**src/rtl/sw_debounce_pkg.sv**
```systemverilog
// Shared constants and helpers for the slide-switch conditioner (package sw_pkg).
package sw_pkg;
   localparam int unsigned SW_WIDTH                = 16;
   localparam int unsigned CLK_HZ                  = 100000000;
   localparam int unsigned DEBOUNCE_MS_DEFAULT     = 10;
   localparam int unsigned DEBOUNCE_CYCLES_DEFAULT = (CLK_HZ / 1000) * DEBOUNCE_MS_DEFAULT;

   // Stability counter only ever has to reach DEBOUNCE_CYCLES-1.
   function automatic int unsigned cnt_width(input int unsigned cycles);
      return (cycles < 2) ? 1 : $clog2(cycles);
   endfunction
endpackage

```
**src/rtl/sw_debounce_if.sv**
```systemverilog
// Switch-conditioner bus: raw pins in, clean level and event pulses out.
// Sticky bank signals exist only when SW_DEBOUNCE_STICKY_EN is defined.
interface sw_debounce_if #(
   parameter int WIDTH = sw_pkg::SW_WIDTH
);
   logic [WIDTH-1:0] sw;
   logic [WIDTH-1:0] sw_clean;
   logic [WIDTH-1:0] sw_rise;
   logic [WIDTH-1:0] sw_fall;
   logic             sw_changed;
`ifdef SW_DEBOUNCE_STICKY_EN
   logic             sticky_clr;
   logic [WIDTH-1:0] sw_sticky;

   modport slave  (input  sw, sticky_clr,
                   output sw_clean, sw_rise, sw_fall, sw_changed, sw_sticky);
   modport master (output sw, sticky_clr,
                   input  sw_clean, sw_rise, sw_fall, sw_changed, sw_sticky);
`else
   modport slave  (input  sw,
                   output sw_clean, sw_rise, sw_fall, sw_changed);
   modport master (output sw,
                   input  sw_clean, sw_rise, sw_fall, sw_changed);
`endif
endinterface

```
**src/rtl/sw_debounce_bit.sv**
```systemverilog
// One switch bit: synchroniser chain, stability counter, clean level and edge pulses.
module sw_debounce_bit
   import sw_pkg::*;
#(
   parameter int SYNC_STAGES     = 2,
   parameter int DEBOUNCE_CYCLES = 4
) (
   input  logic clk,
   input  logic rst_n,
   input  logic i_sw,
   output logic o_clean,
   output logic o_rise,
   output logic o_fall,
   output logic o_rise_next,
   output logic o_fall_next
);
   localparam int             CW      = cnt_width(DEBOUNCE_CYCLES);
   localparam logic [CW-1:0]  CNT_MAX = CW'(DEBOUNCE_CYCLES - 1);

   logic [SYNC_STAGES-1:0] r_sync;
   logic [CW-1:0]          r_cnt;
   logic                   r_clean;
   logic                   r_rise;
   logic                   r_fall;

   logic w_sync;
   logic w_mismatch;
   logic w_expire;

   always_comb begin
      w_sync     = r_sync[SYNC_STAGES-1];
      w_mismatch = w_sync ^ r_clean;
      w_expire   = w_mismatch && (r_cnt == CNT_MAX);
   end

   // Counter clears on any agreeing cycle, so it can never run past CNT_MAX.
   always_ff @(posedge clk or negedge rst_n) begin
      if (!rst_n) begin
         r_sync  <= '0;
         r_cnt   <= '0;
         r_clean <= 1'b0;
         r_rise  <= 1'b0;
         r_fall  <= 1'b0;
      end else begin
         r_sync <= {r_sync[SYNC_STAGES-2:0], i_sw};
         r_rise <= w_expire &  w_sync;
         r_fall <= w_expire & ~w_sync;
         if (!w_mismatch || w_expire) begin
            r_cnt <= '0;
         end else begin
            r_cnt <= r_cnt + CW'(1);
         end
         if (w_expire) begin
            r_clean <= w_sync;
         end
      end
   end

   assign o_clean     = r_clean;
   assign o_rise      = r_rise;
   assign o_fall      = r_fall;
   assign o_rise_next = w_expire &  w_sync;
   assign o_fall_next = w_expire & ~w_sync;
endmodule

```
**src/rtl/sw_debounce.sv**
```systemverilog
// Slide-switch conditioner: WIDTH independent debounced bits plus a combined change flag.
// Optional sticky rise bank enabled by defining SW_DEBOUNCE_STICKY_EN.
module sw_debounce
   import sw_pkg::*;
#(
   parameter int WIDTH           = SW_WIDTH,
   parameter int SYNC_STAGES     = 2,
   parameter int DEBOUNCE_CYCLES = DEBOUNCE_CYCLES_DEFAULT
) (
   input  logic          clk,
   input  logic          rst_n,
   sw_debounce_if.slave  bus
);
   logic [WIDTH-1:0] w_clean;
   logic [WIDTH-1:0] w_rise;
   logic [WIDTH-1:0] w_fall;
   logic [WIDTH-1:0] w_rise_next;
   logic [WIDTH-1:0] w_fall_next;
   logic             r_changed;

   for (genvar gi = 0; gi < WIDTH; gi++) begin : g_bit
      sw_debounce_bit #(
         .SYNC_STAGES     (SYNC_STAGES),
         .DEBOUNCE_CYCLES (DEBOUNCE_CYCLES)
      ) u_bit (
         .clk         (clk),
         .rst_n       (rst_n),
         .i_sw        (bus.sw[gi]),
         .o_clean     (w_clean[gi]),
         .o_rise      (w_rise[gi]),
         .o_fall      (w_fall[gi]),
         .o_rise_next (w_rise_next[gi]),
         .o_fall_next (w_fall_next[gi])
      );
   end

   // Built from the pre-register pulse terms so it lands in the same cycle as the pulses.
   always_ff @(posedge clk or negedge rst_n) begin
      if (!rst_n) begin
         r_changed <= 1'b0;
      end else begin
         r_changed <= |(w_rise_next | w_fall_next);
      end
   end

   assign bus.sw_clean   = w_clean;
   assign bus.sw_rise    = w_rise;
   assign bus.sw_fall    = w_fall;
   assign bus.sw_changed = r_changed;

`ifdef SW_DEBOUNCE_STICKY_EN
   logic [WIDTH-1:0] r_sticky;

   always_ff @(posedge clk or negedge rst_n) begin
      if (!rst_n) begin
         r_sticky <= '0;
      end else begin
         r_sticky <= (r_sticky & ~{WIDTH{bus.sticky_clr}}) | w_rise;
      end
   end

   assign bus.sw_sticky = r_sticky;
`endif
endmodule

```
**src/flat_wrapper.sv**
```systemverilog
// flat-port wrapper written by rule: the top's interface ports become plain ports
module sw_debounce_flat import sw_pkg::*;
#(
   parameter int WIDTH           = SW_WIDTH,
   parameter int SYNC_STAGES     = 2,
   parameter int DEBOUNCE_CYCLES = DEBOUNCE_CYCLES_DEFAULT
)
  (clk, rst_n, bus_sw, bus_sw_clean, bus_sw_rise, bus_sw_fall, bus_sw_changed);
  sw_debounce_if #(.WIDTH(WIDTH)) bus_i ();
  input  logic clk;
  input  logic rst_n;
  input wire logic [$bits(bus_i.sw)-1:0] bus_sw;
  output wire logic [$bits(bus_i.sw_clean)-1:0] bus_sw_clean;
  output wire logic [$bits(bus_i.sw_rise)-1:0] bus_sw_rise;
  output wire logic [$bits(bus_i.sw_fall)-1:0] bus_sw_fall;
  output wire logic [$bits(bus_i.sw_changed)-1:0] bus_sw_changed;
  assign bus_i.sw = bus_sw;
  assign bus_sw_clean = bus_i.sw_clean;
  assign bus_sw_rise = bus_i.sw_rise;
  assign bus_sw_fall = bus_i.sw_fall;
  assign bus_sw_changed = bus_i.sw_changed;
  sw_debounce #(.WIDTH(WIDTH), .SYNC_STAGES(SYNC_STAGES), .DEBOUNCE_CYCLES(DEBOUNCE_CYCLES)) u_core (.clk(clk), .rst_n(rst_n), .bus(bus_i));
endmodule
```
**config.mk**
```make
export PLATFORM = sky130hd
export DESIGN_NAME = sw_debounce_flat
export DESIGN_NICKNAME = d
export VERILOG_FILES = /design/src/rtl/sw_debounce_pkg.sv /design/src/rtl/sw_debounce_if.sv /design/src/rtl/sw_debounce_bit.sv /design/src/rtl/sw_debounce.sv /design/src/flat_wrapper.sv
export SDC_FILE = /design/constraint.sdc
export NUM_CORES = 1
export LEC_CHECK = 0
export ABC_AREA = 1
export ABC_CLOCK_PERIOD_IN_PS = 2200
export CORE_ASPECT_RATIO = 1.5
export CORE_MARGIN = 10
export CORE_UTILIZATION = 25
export DETAILED_ROUTE_END_ITERATION = 8
export SYNTH_ARGS = -nofsm -noshare
export SYNTH_HDL_FRONTEND = slang
export SYNTH_SLANG_ARGS = --single-unit
export TNS_END_PERCENT = 1
```
**constraint.sdc**
```tcl
create_clock -name clk -period 2.2 [get_ports clk]
set_input_delay 0.44 -clock clk [delete_from_list [all_inputs] [get_ports clk]]
set_output_delay 0.44 -clock clk [all_outputs]
set_load 0.01 [all_outputs]
```
==> out/results.tsv <==
metric	value	unit
place_hpwl	32.4	mm
grt_overflow	0	
cts_tree	done	
drive_gt1_frac	0.103	
p_seq_frac	0.464	
slew_viol_final	0	
clk_pin_slew	0.06	ns
finalSetupTns	0	ns
timing.final.ws_setup	0.148	ns
routabilityCongestion	0.832	
rsz0062_at_grt	false	
worst-setup-path-type	flop to primary output	
drtIter0Drc	814	
io_pins	67	
cts.sinks	401	
finalHoldViolCount	0	
critPathCaptureType	primary output	
period_needed	2.05	ns
grt_pass1_wl	75.0	mm
dr.pass1.iters	5	
globalRouteTotalUtil	0.0959	
fin_util	0.292	
crit_buf_inv	1	
cap_violations	0	
worstPathArrival	1.61	ns
die-area	93300	sq um
hp-class	primary input to flop	
syn_avg_cell_area	8.23	sq um
finClkSkew	0.0209	ns
leakage	0.00969	uW
ys_seq_elements	401	
initial_core_util	0.251	
path_max_fanout	5	
path_delay_family	buffers and inverters	
timing.final.crit_share	0.933	
die_height	369	um
core	80900	sq um
ys_seq_area_frac	0.494	
crit_path_max_incr_delay	0.58	ns
async_reset_ff_frac	1.00	
crit_chain	clkdlybuf4s50_1	
clock.fmax	0.487	GHz
clock_path_buffers	3	
wire_per_inst	12.3	um
worstPathRequired	1.76	ns
grt_max_degree	77	
clk_latency	0.56	ns
synthToLayoutAreaGrowth	16.3	%
synth_nets	2504	
route.detailed.drc	0	
placed_cell_area	22000	sq um
yosys_warnings	0	
irDropWorstVdd	0.473	mV
max_slew.worst_pin.slew	0.511	ns
yosysUniqueCellTypes	50	
rows	128	
ant_nets	0	
place_ws	0.0337	ns
cts_buffers	45	
clkPwrFrac	0.503	
viasPerCell	4.32	
synth_edf_count	0	
cp_slowest_cell	clkdlybuf4s50_1	
setup_viol	0	
syn_area	20300	sq um
final_area	23600	sq um
via_count	15600	
switchingPower	3630	uW
critPathLaunchType	flop	
port_buffers	66	
wl	44.4	mm
synth_flop_cell	dfrtp_1	
internal-power	12600	uW
swShare	0.223	
power_frac_comb	0.033	
cts_root_buffer	clkbuf_16	
r2r_slack	0.29	ns
syn_inst	2470	
antenna_found_initial	0	
grt_pass1_vias	15700	
htree_levels	2	
slew_headroom	0.657	
final_nets	2571	
chipWidth	253	um
status	completed	
cellPowerDensity	688	nW/um^2
-- per-layer routing --
metal | routed length (um) | vias to the layer above | track usage
li1 | - | 7997 | -
met1 | 18500 | 7341 | 0.106
met2 | 23200 | 201 | 0.180
met3 | 1490 | 64 | 0.0154
met4 | 1220 | 0 | 0.0360
met5 | 0 | - | 0
-- through the flow --
| step | total power, uW | std cells | hold WS (ns) |
|---|---|---|---|
| floorplan | 7930 | 2470 | 0.144 |
| global placement | 8230 | 3529 | 0.317 |
| detailed placement | 8240 | 3529 | 0.321 |
| CTS | 16600 | 3608 | 0.266 |
| global route | 17000 | 3608 | 0.276 |
| finish | 16300 | 3609 | 0.309 |
-- cell type report --
class | count | area [sq um]
diodes | 1 | 2.50
clock buffers | 54 | 1210
clock inverters | 24 | 370
fillers | 8441 | 57200
inverters | 288 | 1080
multi-input cells | 1714 | 8690
flip-flops and latches | 401 | 10000
well taps | 1040 | 1300
repair buffers | 87 | 951
-- synth_stat cells, types with 9 or more instances --
cell | n | area share
dfrtp_1 | 401 | 0.49
nor3_2 | 17 | 0.0084
nand4_1 | 56 | 0.017
xnor2_1 | 24 | 0.010
ha_1 | 16 | 0.0099
inv_2 | 29 | 0.0054
nand2_2 | 13 | 0.0040
o21ai_2 | 9 | 0.0039
nor3_1 | 107 | 0.026
nand3_2 | 21 | 0.010
nor3b_1 | 23 | 0.0085
o21a_1 | 21 | 0.0078
inv_1 | 258 | 0.048
buf_4 | 56 | 0.021
o21ai_0 | 60 | 0.015
nor2_1 | 491 | 0.091
a21oi_1 | 114 | 0.028
xor2_1 | 76 | 0.033
nand3_1 | 106 | 0.026
nor2_4 | 19 | 0.011
nor2_2 | 42 | 0.013
nand2_1 | 436 | 0.081
-- cells by family after synthesis --
kind of cell	after synthesis	share of synthesized area
buffers and inverters	355	0.0788
xor gates and xnor gates	101	0.0439
AOI/OAI and AO/OA	231	0.0642
adders and majority gates	16	0.00985
DFF	401	0.494
and+or+nand+nor	1366	0.309
-- power by group through the flow --
stage	clock [uW]	combinational (uW)	sequential [uW]
finish	8180	533	7550
global route	8770	631	7560
CTS	8530	560	7550
detailed placement	0	556	7680
global placement	0	552	7680
floorplan	0	270	7670
-- flip-flops by register name, indices dropped and copies added (netlist names) --
signal and count:
u_core.g_bit.u_bit.r_sync 32, u_core.g_bit.u_bit.o_rise 16, u_core.g_bit.u_bit.r_cnt 320, u_core.g_bit.u_bit.o_clean 16
u_core.bus.sw_changed 1, u_core.g_bit.u_bit.o_fall 16
-- timing repair --
item                                    in CTS  in global routing
endpoints found under the setup margin       0                 27
hold buffers                                 1                  0
buffers inserted                             0                  0
resized for setup                            0                  2
endpoints found under the hold margin       20                  0
-- worst paths after layout --
check                                                              to  depth (start not counted)                                  startpoint
setup reg to reg            u_core.g_bit[5].u_bit.r_cnt[10]$_DFF_PN0_                          9    u_core.g_bit[5].u_bit.r_cnt[0]$_DFF_PN0_
max in group asynchronous   u_core.g_bit[6].u_bit.r_cnt[16]$_DFF_PN0_                          4                                       rst_n
hold reg to reg            u_core.g_bit[14].u_bit.r_sync[1]$_DFF_PN0_                          0  u_core.g_bit[14].u_bit.r_sync[0]$_DFF_PN0_
hold / removal             u_core.g_bit[11].u_bit.r_sync[0]$_DFF_PN0_                          1                                  bus_sw[11]
min in group asynchronous  u_core.g_bit[14].u_bit.r_cnt[18]$_DFF_PN0_                          2                                       rst_n
setup / recovery                                     bus_sw_clean[14]                          1  u_core.g_bit[14].u_bit.o_clean$_DFFE_PN0N_
-- cell usage in the layout, fill, tap and decap left out, drive strengths merged, types with 2 or more instances in the layout --
master,count
o211ai,2
a31oi,4
and3,5
inv,290
clkdlybuf4s50,65
clkbuf,54
a211oi,4
nor2,552
o21ai,75
o21a,21
nor3,124
ha,16
nor4,6
clkinv,11
dfrtp,401
nand2,454
and2,6
o22ai,4
a21oi,115
bufinv,9
nor3b,26
buf,21
xnor2,24
nand3,127
or2,5
xor2,77
clkinvlp,2
nand3b,3
nand4,57
Power figures use the tool's default switching activity.
